**src/rtl/instruction_encoder.sv**
```systemverilog
// ---------------------------------------------------------------------------
// instruction_encoder
//
// Purpose:
//   Packs decoded instruction fields (R, I, JI, JII formats) into 32-bit
//   machine words and queues them, together with the instruction-memory word
//   address each one will be written to, in a small output FIFO. Requests
//   whose fields cannot be represented are still queued, but as a nop
//   (32'h0). They also raise a sticky error flag that remembers the address
//   of the first such request.
//
// Handshake (both sides):
//   A transfer happens on a rising clock edge when valid and ready are both
//   high. Valid never depends on ready. On the output side, out_instr and
//   out_addr stay stable while out_valid is high and out_ready is low.
//
// Ports:
//   clock      : sole clock, rising edge
//   reset      : asynchronous active-high reset
//   clear      : synchronous flush (FIFO, address counter, error state)
//   in_valid   : encode request present
//   in_ready   : request can be accepted (= !full & !clear)
//   in_type    : 0=R, 1=I, 2=JI, 3=JII
//   in_opcode, in_rd, in_rs, in_rt, in_shamt, in_aluop : 5-bit fields
//   in_imm     : signed immediate (I type)
//   in_target  : unsigned jump target (JI type)
//   out_valid  : FIFO non-empty
//   out_ready  : consumer takes the head entry
//   out_instr  : head encoded word
//   out_addr   : imem word address of the head entry
//   level      : FIFO occupancy
//   err        : sticky, at least one rejected request since reset/clear
//   err_addr   : address assigned to the first rejected request
// ---------------------------------------------------------------------------
module instruction_encoder #(
  parameter int DEPTH  = 4,
  parameter int ADDR_W = 12
) (
  input  logic                       clock,
  input  logic                       reset,
  input  logic                       clear,
  input  logic                       in_valid,
  output logic                       in_ready,
  input  logic [1:0]                 in_type,
  input  logic [4:0]                 in_opcode,
  input  logic [4:0]                 in_rd,
  input  logic [4:0]                 in_rs,
  input  logic [4:0]                 in_rt,
  input  logic [4:0]                 in_shamt,
  input  logic [4:0]                 in_aluop,
  input  logic [31:0]                in_imm,
  input  logic [31:0]                in_target,
  output logic                       out_valid,
  input  logic                       out_ready,
  output logic [31:0]                out_instr,
  output logic [ADDR_W-1:0]          out_addr,
  output logic [$clog2(DEPTH):0]     level,
  output logic                       err,
  output logic [ADDR_W-1:0]          err_addr
);

  localparam int PTR_W = $clog2(DEPTH);
  localparam int LVL_W = PTR_W + 1;

  localparam logic [1:0] TYPE_R   = 2'd0;
  localparam logic [1:0] TYPE_I   = 2'd1;
  localparam logic [1:0] TYPE_JI  = 2'd2;
  localparam logic [1:0] TYPE_JII = 2'd3;

  // Storage and bookkeeping
  logic [31:0]       instr_mem [DEPTH];
  logic [ADDR_W-1:0] addr_mem  [DEPTH];
  logic [PTR_W-1:0]  wr_ptr;
  logic [PTR_W-1:0]  rd_ptr;
  logic [LVL_W-1:0]  count;
  logic [ADDR_W-1:0] addr_cnt;
  logic              err_q;
  logic [ADDR_W-1:0] err_addr_q;

  // Encoder
  logic [31:0] enc_word;
  logic        enc_bad;

  logic full;
  logic push;
  logic pop;

  // -------------------------------------------------------------------------
  // Field packing. A request that does not fit its format is replaced by a
  // nop so the consumer always gets a harmless word at that address.
  // -------------------------------------------------------------------------
  always_comb begin
    enc_word = 32'h0;
    enc_bad  = 1'b0;
    case (in_type)
      TYPE_R: begin
        enc_bad  = (in_opcode != 5'd0);
        enc_word = {in_opcode, in_rd, in_rs, in_rt, in_shamt, in_aluop, 2'b00};
      end
      TYPE_I: begin
        // Immediate must survive truncation to 17 bits as a signed value.
        enc_bad  = (in_imm[31:16] != {16{in_imm[16]}});
        enc_word = {in_opcode, in_rd, in_rs, in_imm[16:0]};
      end
      TYPE_JI: begin
        enc_bad  = (in_target[31:27] != 5'd0);
        enc_word = {in_opcode, in_target[26:0]};
      end
      TYPE_JII: begin
        enc_bad  = 1'b0;
        enc_word = {in_opcode, in_rd, 22'd0};
      end
      default: begin
        enc_bad  = 1'b0;
        enc_word = 32'h0;
      end
    endcase
    if (enc_bad) enc_word = 32'h0;
  end

  // -------------------------------------------------------------------------
  // Handshake qualifiers. clear wins over both push and pop; a full FIFO
  // refuses input even when it is being popped in the same cycle.
  // -------------------------------------------------------------------------
  assign full      = (count == LVL_W'(DEPTH));
  assign out_valid = (count != '0);
  assign in_ready  = !full && !clear;
  assign push      = in_valid && in_ready;
  assign pop       = out_valid && out_ready && !clear;

  // -------------------------------------------------------------------------
  // Entry storage. Reset zeroes the array so out_instr/out_addr read 0 while
  // reset is held; clear only rewinds pointers (contents become don't-care).
  // -------------------------------------------------------------------------
  always_ff @(posedge clock or posedge reset) begin
    if (reset) begin
      for (int i = 0; i < DEPTH; i++) begin
        instr_mem[i] <= 32'h0;
        addr_mem[i]  <= '0;
      end
    end else if (push) begin
      instr_mem[wr_ptr] <= enc_word;
      addr_mem[wr_ptr]  <= addr_cnt;
    end
  end

  // Pointers, occupancy and the imem address counter. DEPTH is a power of
  // two, so the pointers wrap naturally; the address counter likewise wraps
  // from 2^ADDR_W-1 to 0.
  always_ff @(posedge clock or posedge reset) begin
    if (reset) begin
      wr_ptr   <= '0;
      rd_ptr   <= '0;
      count    <= '0;
      addr_cnt <= '0;
    end else if (clear) begin
      wr_ptr   <= '0;
      rd_ptr   <= '0;
      count    <= '0;
      addr_cnt <= '0;
    end else begin
      if (push) begin
        wr_ptr   <= wr_ptr + 1'b1;
        addr_cnt <= addr_cnt + 1'b1;
      end
      if (pop) rd_ptr <= rd_ptr + 1'b1;
      case ({push, pop})
        2'b10:   count <= count + LVL_W'(1);
        2'b01:   count <= count - LVL_W'(1);
        default: count <= count;
      endcase
    end
  end

  // Sticky error: only the first rejected push after reset/clear records
  // its address.
  always_ff @(posedge clock or posedge reset) begin
    if (reset) begin
      err_q      <= 1'b0;
      err_addr_q <= '0;
    end else if (clear) begin
      err_q      <= 1'b0;
      err_addr_q <= '0;
    end else if (push && enc_bad && !err_q) begin
      err_q      <= 1'b1;
      err_addr_q <= addr_cnt;
    end
  end

  // Outputs come straight from registered state: no input-to-output path.
  assign out_instr = instr_mem[rd_ptr];
  assign out_addr  = addr_mem[rd_ptr];
  assign level     = count;
  assign err       = err_q;
  assign err_addr  = err_addr_q;

endmodule

```
**config.mk**
```make
export PLATFORM = sky130hd
export DESIGN_NAME = instruction_encoder
export DESIGN_NICKNAME = d
export VERILOG_FILES = /design/src/rtl/instruction_encoder.sv
export SDC_FILE = /design/constraint.sdc
export NUM_CORES = 1
export LEC_CHECK = 0
export ABC_AREA = 1
export ABC_CLOCK_PERIOD_IN_PS = 11550
export BUFFER_PORTS_ARGS = -buffer_cell sky130_fd_sc_hd__buf_2
export CORE_MARGIN = 1.5
export CORE_UTILIZATION = 35
export CTS_BUF_LIST = sky130_fd_sc_hd__clkbuf_8
export CTS_CLUSTER_SIZE = 14
export DETAILED_ROUTE_END_ITERATION = 10
export PLACE_DENSITY_LB_ADDON = 0.15
export SLEW_MARGIN = 30
export SYNTH_ARGS = -nofsm -noshare
export SYNTH_HDL_FRONTEND = slang
export SYNTH_SLANG_ARGS = --single-unit
```
**constraint.sdc**
```tcl
create_clock -name clock -period 11.55 [get_ports clock]
set_input_delay 0.5775 -clock clock [delete_from_list [all_inputs] [get_ports clock]]
set_output_delay 0.5775 -clock clock [all_outputs]
set_load 0.01 [all_outputs]
```
Word level (Yosys, flattened, before mapping)
Cells that the tools add are included.

Bitwise operators: 2. Muxes and demuxes: 27. Magnitude comparators: 3. Eq/ne operators: 7. Reduce and logical (&&, ||, !) cells: 18. Add/sub/neg operators: 5.

Operator list (number): 128-bit bitwise mux (1); 32-bit two-way mux (4); 32-bit case mux with 4 select lines (1); 12-bit two-way mux (7); 32-bit binary-select mux with 2-bit select (1); 32-bit demux with 2-bit select (1); 48-bit bitwise mux (1); 12-bit binary-select mux with 2-bit select (1); 12-bit demux with 2-bit select (1); 15-bit inequality test (1); 12-bit by 1-bit adder with 12-bit output (second input constant) (1); 5-bit nonzero test (2); 2-bit two-way mux (4); 1-bit logical AND (7); 2-bit equality test (second input constant) (3); 3-bit greater-or-equal comparator (second input constant) (2); 2-bit inverter with 3-bit output (2); 3-bit case mux with 2 select lines (1); 2-bit nonzero test (3); 3-bit nonzero test (2); 2-bit by 1-bit adder with 2-bit output (second input constant) (2); 2-bit by 1-bit equality test with 1-bit output (second input constant) (2); 1-bit case mux with 4 select lines (1); 3-bit by 1-bit adder with 3-bit output (second input constant) (1); 7 further kinds (10).

Word-level logic and storage cells: 76. Bits of input ports: 101. Bits in registers: 208. Output and inout bits: 62.

Longest topological paths before layout
Word-level depth: 8. Mapped depth: 13. Mapped depth without buffers: 12.

Least setup slack after synthesis
OpenSTA, ideal clock, no wires.

Path type: input -> register. Start: input port clear. End: register count[2] (netlist: level[2]). Data required time: 11.424 ns. Path buffers: 2. Setup time: 0.126 ns. Setup slack: 9.255 ns. Stages on the path: 11. Arrival: 2.169 ns. Cell sequence: buf_2 > a31oi_4 > nand2_2 > buf_2 > nand2_1 > inv_1 > fa_1 > xnor2_1 > xor2_1 > nand3_1 > o21ai_0.

Word-level cells in the longest chain between the ends: 6. Elaborated cells on any way between the ends: 9. Classes of those cells: eq/ne: 2; mux: 2; reduce/logical: 5.

Ends and longest elaborated chain: from (decl) (line 41) `input logic clear,`; 1-bit logical NOT (*) (line 127) `assign in_ready = !full && !clear;`; 1-bit logical AND (*) (line 127); net in_ready (line 43) `output logic in_ready,`; 1-bit logical AND (*) (line 128) `assign push = in_valid && in_ready;`; 2-bit by 1-bit equality test with 1-bit output or 2-bit equality test (tied branches) (line 167) `case ({push, pop})`; 3-bit case mux with 2 select lines (line 167); 3-bit two-way mux (line 156) `end else if (clear) begin`; to (signal assigned) (line 168) `2'b10: count <= count + LVL_W'(1);`; to (signal assigned) (line 169) `2'b01: count <= count - LVL_W'(1);`; to (signal assigned) (line 170) `default: count <= count;`; to (decl) (line 75) `logic [LVL_W-1:0] count;`.

Mark *: on every way through the listed nets, which the timed path passes. The rest lies on a longest branch. A chain may end at the register's enable or synchronous reset.

Final worst setup path
Start: register rd_ptr[0]. End: output port out_instr[10].

Word-level cells in the longest chain between the ends: 4.

Ends and longest elaborated chain: from (decl) (line 74) `logic [PTR_W-1:0] rd_ptr;`; from (signal assigned) (line 166) `if (pop) rd_ptr <= rd_ptr + 1'b1;`; 2-bit inverter with 3-bit output (implied by the code) (line 191) `assign out_instr = instr_mem[rd_ptr];`; 32-bit binary-select mux with 2-bit select (line 191); 32-bit two-way mux (implied by the code) (2 in a row) (line 191); to (decl) (line 55) `output logic [31:0] out_instr,`.

No other way between the ends. The select of a mux whose other input is x is not followed.

==> flow_metrics.tcl <==
set metrics [dict create \
    syn-cell-area_sq_mm 0.00999 \
    die_h_um 172 \
    grt_pass1_vias 8427 \
    async_reset_ff_frac 1.00 \
    pwr-share-comb 0.278 \
    rows 61 \
    global_route.usage.total 0.193 \
    cts_tree "done" \
    regArea_sq_mm 0.00521 \
    synthAdderAreaFrac 0.00826 \
    nFillCells 2910 \
    synth_edf_count 0 \
    min_period_over_period 0.282 \
    min_period_ps 3260 \
    irDropWorstVdd_mv 0.0910 \
    synthDistinctLibCells 39 \
    core_sq_mm 0.0279 \
    p_sw_frac 0.344 \
    drive_above_1_share 0.222 \
    wirelength_um 27600 \
    synth_top_cells_by_area "dfrtp_1 52%, nand2_1 11%, o21ai_0 6.8%, o21ai_1 5.3%, nor2_1 4.2%" \
    worstHoldPathType "input pin to async pin" \
    crit_arrival_ps 2680 \
    p_clk_frac 0.298 \
    rsz0062_at_grt "false" \
    setup_viol 0 \
    synthCells 1185 \
    worstMarginPinSlew_ps 944 \
    finalHoldViolCount 0 \
    worst_slack_ps 8290 \
    dieArea_sq_mm 0.0296 \
    cp_max_fo 50 \
    die_w_um 172 \
    cts_resized 0 \
    post-cts-setup-buffer-count 0 \
    wl_per_cell_um 16.1 \
    netlist_top_cells_count "305 x nand2_1, 208 x dfrtp_1, 136 x o21ai_0" \
    syn_area_per_cell_sq_um 8.43 \
    clock.fmax_ghz 0.307 \
    rrSetupSlack_ps 9050 \
    synth_top_family_by_area "simple AND/OR/NAND/NOR gates" \
    ant_nets 0 \
    cts_sinks 208 \
    netlist.area_leader.share 0.521 \
    synth.area.mux_share 0.00563 \
    start_util 0.358 \
    maxSlewViolCount 0 \
    dr.pass1.iters 7 \
    p_switching_mw 0.770 \
    ys_seq_area_frac 0.521 \
    critical_path_required_ps 10970 \
    synth-simple-area-share 0.230 \
    grt_max_degree 144 \
    yosys_warnings 0 \
    synth-xor-area-share 0.00351 \
    grt_pass1_wl_um 45100 \
    vias 8471 \
    h-tree-depth 2 \
    ioPinCount 163 \
    vias_per_cell 4.93 \
    pre_cts_ws_ps 8680 \
    gp_congestion 0.745 \
    dp_hpwl_um 16500 \
    cts_hold_buffers 0 \
    drt_iter0_markers 562 \
    pwr-share-seq 0.424 \
    internal_power_mw 1.47 \
    endpoint_kind "primary output" \
    io_buffers 162 \
    maxCapViolations 0 \
    areaGrowthSynthToFinish_pct 17.3 \
    power.density_mw_per_mm2 191 \
    cts-root-buf "clkbuf_8" \
    synth.ff_latch_count 208 \
    yosysMostFrequentCell "nand2_1" \
    synth_nets 1292 \
    antenna_found_initial 2 \
    numCtsBuffers 38 \
    path_class "register to primary output" \
    synth_compound_area_frac 0.180 \
    critPathLaunchType "register" \
    ys.flop_type "dfrtp_1" \
    multi_input_area_sq_mm 0.00427 \
    status "complete, no violations" \
    grt_overflow 0 \
    drc_errors 0 \
    fin_setup_tns_ps 0 \
    power.leakage_nw 5.75 \
    yosysTopAreaCell "dfrtp_1" \
    clkTransAtPathRegs_ps 60 \
    clkLatencyLatePin_ps 520 \
    slew-limit-headroom 0.371 \
    cts.path.max_buffers 3 \
    finalClockSkew_ps 11.9 \
    fin_nets 1420 \
    worst_hold_slack_ps 208 \
]
-- state kept, by name, indices dropped and copies added, names as in the netlist --
register	flops
addr_cnt	12
addr_mem	48
err	1
err_addr	12
instr_mem	128
level	3
rd_ptr	2
wr_ptr	2
-- cell type report --
| type | count | share of cell area |
|---|---|---|
| Inverter | 30 | 0.0109 |
| Antenna cell | 2 | 0.000427 |
| Tap cell | 378 | 0.0404 |
| Clock buffer | 48 | 0.0564 |
| Clock inverter | 16 | 0.00523 |
| Sequential cell | 208 | 0.444 |
| Timing Repair Buffer | 172 | 0.0783 |
| Multi-Input combinational cell | 863 | 0.364 |
-- final timing paths --
check                             start             to  cells after the start
min                               reset  instr_mem[89]                      2
min in group clock         in_opcode[3]  instr_mem[30]                      3
min reg2reg                addr_mem[33]   addr_mem[33]                      2
max                           rd_ptr[0]  out_instr[10]                      5
max in group asynchronous         reset  instr_mem[69]                      4
max reg2reg                    level[0]    addr_mem[0]                      9
-- cells in the final DEF (no fill, tap or decap), types with 3 or more instances in the layout --
master    netlist  routed
a21oi_1         7       7
a22o_1          7       7
buf_2          27     162
buf_4           2       6
buf_6           2       3
clkbuf_8        0      48
dfrtp_1       208     207
ha_1            5       5
inv_1          27      40
inv_2           2       3
mux2_2          5       5
nand2_1       305     305
nand2_2        16      16
nand2_4        21      21
nand3_1        49      49
nand4_1         4       4
nor2_1        111     111
nor3_1          8       8
o21ai_0       136     136
o21ai_1       106     106
o21ai_2        20      20
o22ai_1        44      44
-- logic make-up after synthesis --
family,Yosys count
muxes,5
xor gates and xnor gates,4
AOI/OAI and AO/OA,323
buffers and inverters,114
adders and majority gates,6
DFF,208
and+or+nand+nor,525
-- metrics by stage --
stage,instances,util,cell area [sq um],total power [mW]
final,1717,0.420,11700,2.24
after global routing,1717,0.420,11700,2.40
after CTS,1714,0.418,11700,2.27
after detailed placement,1650,0.392,11000,1.59
after global placement,1650,0.392,10900,1.58
after floorplan,1185,-,9990,1.37
-- worst max-delay path, cell delays in order, from the launching register on --
cell and delay (ps):
dfrtp_2 400, inv_2 520, buf_4 570, o21ai_0 150, o22ai_1 290, buf_2 190
-- routing by layer --
layer	vias up	routed length [um]	part of all wire	track usage
met5	-	0	0	0
met4	0	523	0.019	0.0582
met3	41	1270	0.046	0.0318
met2	200	12600	0.46	0.315
met1	4002	13200	0.48	0.263
li1	4228	-	-	-
-- power by group through the flow --
stage	Clock (mW)	Combinational (mW)	Sequential, mW
after global routing	0.726	0.708	0.968
after global placement	0	0.625	0.958
after floorplan	0	0.426	0.942
after CTS	0.688	0.632	0.949
after detailed placement	0	0.630	0.960
final	0.666	0.623	0.950
Note: power is estimated with default switching activity, not from simulation.
